File: config.mk
export PLATFORM = sky130hd
export DESIGN_NAME = fetch_unit
export DESIGN_NICKNAME = d
export VERILOG_FILES = /design/src/rtl/core_pkg.sv /design/src/rtl/fetch_fifo.sv /design/src/rtl/fetch_unit.sv
export SDC_FILE = /design/constraint.sdc
export NUM_CORES = 1
export LEC_CHECK = 0
export BUFFER_PORTS_ARGS = -buffer_cell sky130_fd_sc_hd__clkbuf_2
export CAP_MARGIN = 20
export CORE_ASPECT_RATIO = 0.8
export CORE_MARGIN = 1.5
export CORE_UTILIZATION = 48
export CTS_BUF_LIST = sky130_fd_sc_hd__clkbuf_8
export CTS_CLUSTER_DIAMETER = 120
export CTS_CLUSTER_SIZE = 28
export DETAILED_ROUTE_END_ITERATION = 12
export PLACE_DENSITY = 0.64
export SYNTH_ARGS = -nofsm -noshare
export SYNTH_HDL_FRONTEND = slang
export SYNTH_HIERARCHICAL = 1
export SYNTH_SLANG_ARGS = --single-unit
File: constraint.sdc
create_clock -name clk -period 11.11 [get_ports clk]
set_input_delay 2.222 -clock clk [delete_from_list [all_inputs] [get_ports clk]]
set_output_delay 2.222 -clock clk [all_outputs]
set_load 0.1 [all_outputs]
File: src/rtl/core_pkg.sv
// Shared constants and types for the RV32/RV64 core front end.
package core_pkg;

  localparam int XLEN_DEFAULT = 32;
  localparam int ILEN = 32;
  localparam logic [XLEN_DEFAULT-1:0] RESET_VECTOR_DEFAULT = '0;
  localparam logic [31:0] NOP_INSTR = 32'h0000_0013;

  typedef struct packed {
    logic [XLEN_DEFAULT-1:0] pc;
    logic [ILEN-1:0]         instr;
  } fetch_entry_t;

endpackage

File: src/rtl/fetch_fifo.sv
// Circular instruction buffer; flush empties it, pointers wrap at DEPTH (a power of 2).
module fetch_fifo
  import core_pkg::*;
#(
  parameter int  DEPTH   = 4,
  parameter type entry_t = fetch_entry_t
) (
  input  logic                   clk,
  input  logic                   reset,
  input  logic                   flush,
  input  logic                   push,
  input  logic                   pop,
  input  entry_t                 push_data,
  output entry_t                 head,
  output logic [$clog2(DEPTH):0] count
);

  localparam int AW = $clog2(DEPTH);

  entry_t          mem [DEPTH];
  logic [AW-1:0]   wptr;
  logic [AW-1:0]   rptr;
  logic            full;
  logic            do_pop;

  assign full   = (count == (AW+1)'(DEPTH));
  assign do_pop = pop && (count != '0);
  assign head   = mem[rptr];

  always_ff @(posedge clk) begin
    if (reset || flush) begin
      wptr  <= '0;
      rptr  <= '0;
      count <= '0;
    end else begin
      if (push)   wptr <= wptr + AW'(1);
      if (do_pop) rptr <= rptr + AW'(1);
      count <= count + (AW+1)'(push) - (AW+1)'(do_pop);
    end
  end

  always_ff @(posedge clk) begin
    if (push) mem[wptr] <= push_data;
  end

  // The fetch credit scheme must never let a response land in a full buffer.
  assert property (@(posedge clk) disable iff (reset) !(push && full));

endmodule

File: src/rtl/fetch_unit.sv
// Instruction-fetch front end: PC ownership, credit-limited pipelined requests, redirect flush.
// Optional FETCH_PERF_CNT_EN adds saturating stall/flush performance counters.
module fetch_unit
  import core_pkg::*;
#(
  parameter int              XLEN            = XLEN_DEFAULT,
  parameter int              ILEN            = core_pkg::ILEN,
  parameter int              DEPTH           = 4,
  parameter int              MAX_OUTSTANDING = 2,
  parameter logic [XLEN-1:0] RESET_VECTOR    = XLEN'(RESET_VECTOR_DEFAULT)
) (
  input  logic            clk,
  input  logic            reset,
  input  logic            reset_pc,
  output logic            imem_req_valid,
  output logic [XLEN-1:0] imem_req_addr,
  input  logic            imem_req_ack,
  input  logic            imem_rsp_valid,
  input  logic [ILEN-1:0] imem_rsp_data,
  input  logic            redirect_valid,
  input  logic [XLEN-1:0] redirect_pc,
  output logic            instr_valid,
  output logic [ILEN-1:0] instr_data,
  output logic [XLEN-1:0] instr_pc,
  input  logic            instr_ready
`ifdef FETCH_PERF_CNT_EN
  ,
  output logic [31:0]     perf_stall_cnt,
  output logic [31:0]     perf_flush_cnt
`endif
);

  localparam int AW = $clog2(DEPTH);
  localparam int OW = $clog2(MAX_OUTSTANDING + 1);
  localparam int SW = $clog2(DEPTH + MAX_OUTSTANDING + 1);

  typedef struct packed {
    logic [XLEN-1:0] pc;
    logic [ILEN-1:0] instr;
  } entry_t;

  logic [XLEN-1:0] fetch_pc;
  logic [XLEN-1:0] resp_pc;
  logic [XLEN-1:0] flush_target;
  logic [OW-1:0]   outstanding;
  logic [OW-1:0]   outstanding_next;
  logic [OW-1:0]   drop_cnt;
  logic [AW:0]     occupancy;
  logic [SW-1:0]   credit_sum;
  logic            flush;
  logic            accept;
  logic            rsp_keep;
  logic            pop;
  entry_t          push_entry;
  entry_t          head_entry;

  assign flush        = reset_pc || redirect_valid;
  assign flush_target = reset_pc ? RESET_VECTOR : (redirect_pc & ~XLEN'(3));

  // In-flight requests reserve buffer slots, so every response is guaranteed a home.
  assign credit_sum       = SW'(outstanding) + SW'(occupancy);
  assign imem_req_valid   = !reset && !flush && (credit_sum < SW'(DEPTH)) &&
                            (outstanding < OW'(MAX_OUTSTANDING));
  assign imem_req_addr    = fetch_pc;
  assign accept           = imem_req_valid && imem_req_ack;
  assign outstanding_next = outstanding + OW'(accept) - OW'(imem_rsp_valid);
  assign rsp_keep         = imem_rsp_valid && (drop_cnt == '0) && !flush;

  assign pop         = instr_valid && instr_ready;
  assign instr_valid = (occupancy != '0);
  assign instr_data  = head_entry.instr;
  assign instr_pc    = head_entry.pc;
  assign push_entry  = '{pc: resp_pc, instr: imem_rsp_data};

  // After a flush, everything still in flight belongs to the old stream and is discarded.
  always_ff @(posedge clk) begin
    if (reset) begin
      fetch_pc    <= RESET_VECTOR;
      resp_pc     <= RESET_VECTOR;
      outstanding <= '0;
      drop_cnt    <= '0;
    end else begin
      outstanding <= outstanding_next;
      if (flush) begin
        fetch_pc <= flush_target;
        resp_pc  <= flush_target;
        drop_cnt <= outstanding_next;
      end else begin
        if (accept)   fetch_pc <= fetch_pc + XLEN'(4);
        if (rsp_keep) resp_pc  <= resp_pc + XLEN'(4);
        if (imem_rsp_valid && (drop_cnt != '0)) drop_cnt <= drop_cnt - OW'(1);
      end
    end
  end

  fetch_fifo #(
    .DEPTH   (DEPTH),
    .entry_t (entry_t)
  ) u_fifo (
    .clk       (clk),
    .reset     (reset),
    .flush     (flush),
    .push      (rsp_keep),
    .pop       (pop),
    .push_data (push_entry),
    .head      (head_entry),
    .count     (occupancy)
  );

`ifdef FETCH_PERF_CNT_EN
  always_ff @(posedge clk) begin
    if (reset) begin
      perf_stall_cnt <= '0;
      perf_flush_cnt <= '0;
    end else begin
      if (instr_ready && !instr_valid && (perf_stall_cnt != '1))
        perf_stall_cnt <= perf_stall_cnt + 32'd1;
      if (flush && (perf_flush_cnt != '1))
        perf_flush_cnt <= perf_flush_cnt + 32'd1;
    end
  end
`endif

endmodule

==> reports/results.ini <==
[critical_path]
required_ns=8.89
slowest_stage=clkbuf_2
r2r_cells=12
cp.arrival_ns=4.19
start_kind=input pin
end_kind=primary output
r2r_setup_slack_ns=8.25
crit_chain=clkbuf_2, nor2_2, buf_4, inv_1, buf_4, nor4_1, clkbuf_2
crit_type=in2out
cp.buffers_inverters=5
crit_path_end=imem_req_valid
startpoint=redirect_valid
crit_cells=7
r2r-end=drop_cnt[1]
crit_fanout=40
slowest_delay_ns=0.51
crit_family=buffers and inverters
reg2reg_from=outstanding[1]

[routing]
wl_met1_mm=13.8
via_count=8461
drc_errors=0
met3_wirelength_mm=2.48
drtIter0Drc=593
wl_per_cell_um=20.8
dr.pass1.iters=5
viasPerCell=5.92
drt.antenna.violating_nets=0
highest_layer=met4
totalWireLength_mm=29.7
wl_met2_mm=13.0

[synth]
syn_avg_cell_area_um2=15.2
seq_area_frac_synth=0.665
syn_area_um2=13800
ys_seq_elements=329
ys_warn_count=6
synth-main-ff-cell=edfxtp_1
yosysUniqueCellTypes=75
synthArstFlopShare=0
synth_edf_count=256
synth_cells=904

[sta]
relSlewSlack=0.310
tightest_slew_ns=1.03
timing.fmax_mhz=156
finalHoldViolations=0
setup_violations=0
slew_violations=0
skew_ns=0.0402
rsz0062_at_grt=false
fin_crit_sh=0.577
period_needed_ns=6.41
setup-tns-final_ns=0

[clock_network]
clk_latency_ns=0.58
cts_tree=built
cts_resized=0
cts-hold-fix-buffers=0
cts.sinks=329
cts-htree-levels=1
cts_setup_buffers=0
root_buffer=clkbuf_8
clk_path_buf_depth=3
numCtsBuffers=15
clk_pin_slew_ns=0.19

[floorplanning]
initial_core_util=0.488
ios=169
dieWidth_um=192
die_y_um=154
die_area_um2=29700
core_area_um2=28200
fp-row-count=55

[global_routing]
antenna_found_initial=0
overflow=0
track_usage=0.201
grt_pass1_wl_mm=46.3
grt_pass1_vias=8097
grt_start_max_net_pins=67

[finish]
mostFrequentLayoutCells=edfxtp_1, clkbuf_2, dfxtp_1, a21oi_1, mux4_2
drive_above_1_share=0.258
fillers=2367
seq_area_um2=9150
multiInputGateArea_um2=4260
area_growth_pct=9.65
mostFrequentLayoutCell=edfxtp_1
fin_nets=1135
postLayoutCoreUtil=0.535
num_antenna_cells=0

[run_status]
outcome=finished clean

[power_and_ir_drop]
p_switching_mw=0.498
seqPwrFrac=0.672
clockPowerShare=0.237
p_int_mw=1.51
worst_ir_drop_vdd_uv=74.0
leakage_nw=5.13
powerDensity_nw_per_um2=133
switching_share=0.248
pwr-share-comb=0.091

[place]
port-buffer-count=164
gp_congestion=0.910
dp_hpwl_mm=18.8

[hold_path]
hold_class=reg2reg

[run]
drv_cap=0

worst min-delay path: stages (launching register included):
cell	delay [ns]
dfxtp_1	0.36
inv_1	0.05
a21oi_1	0.05
metal layers:
layer  GRT usage  vias to the layer above
met5           0                        -
met4      0.0325                        0
met3      0.0340                       28
met2       0.304                      367
met1       0.311                     4203
li1            -                     3863
kinds of logic after synthesis:
group | share of synthesized area
compound gates | 0.0829
buf+inv | 0.0288
other cells | 0.000273
mux | 0.112
xor+xnor | 0.0106
simple gates | 0.0879
fa+ha+maj | 0.0124
flops | 0.665
state kept, by name, summed over array words and instances, names as in the netlist, named ones only:
name           flops
outstanding        2
u_fifo/rptr        2
u_fifo/mem       256
u_fifo/count       3
drop_cnt           2
imem_req_addr     30
u_fifo/wptr        2
resp_pc           30
worst min-delay path by stage:
stage / end / start / cells after the start / slack [ns]
finish: imem_req_addr[31] / imem_req_addr[31] / 2 / 0.48
global route: imem_req_addr[31] / imem_req_addr[31] / 2 / 0.51
CTS: imem_req_addr[31] / imem_req_addr[31] / 2 / 0.48
global placement: imem_req_addr[31] / imem_req_addr[31] / 2 / 0.45
floorplan: u_fifo/mem[0][63] / resp_pc[31] / 0 / 0.48
detailed placement: imem_req_addr[31] / imem_req_addr[31] / 2 / 0.46
power groups by stage:
stage	Sequential (mW)	Combinational (mW)	Clock [mW]
floorplan	1.39	0.112	0
global placement	1.38	0.180	0
detailed placement	1.38	0.182	0
CTS	1.35	0.183	0.497
global route	1.35	0.195	0.531
finish	1.35	0.183	0.475
cell usage after synthesis, types with 13 or more instances:
library cell,number,share of area
nand2_1,53,0.014
a211oi_1,20,0.011
nor3_1,30,0.011
mux4_2,60,0.098
nand3_1,26,0.0095
dfxtp_1,73,0.11
a21oi_1,61,0.022
nand4_1,14,0.0064
clkbuf_1,23,0.0063
inv_1,19,0.0052
nor2_1,34,0.0093
buf_2,13,0.0047
edfxtp_1,256,0.56
o21ai_0,28,0.010
area by class of cell:
class,count,area share
timing repair buffer,172,0.0584
sequential,329,0.607
multi-input combinational,514,0.282
clock inverter,11,0.00332
clock buffer,15,0.0137
inverter,19,0.00473
tap,370,0.0307
metrics by stage:
stage | power [mW] | setup WS (ns) | cell area, um^2 | instances | hold WS (ns)
finish | 2.01 | 4.70 | 15100 | 1430 | 0.482
global route | 2.08 | 4.57 | 15100 | 1430 | 0.509
CTS | 2.03 | 4.71 | 15100 | 1430 | 0.484
detailed placement | 1.56 | 4.72 | 14800 | 1404 | 0.459
global placement | 1.56 | 4.73 | 14800 | 1404 | 0.448
floorplan | 1.51 | 3.06 | 13800 | 913 | 0.482
Power figures use the tool's default switching activity.
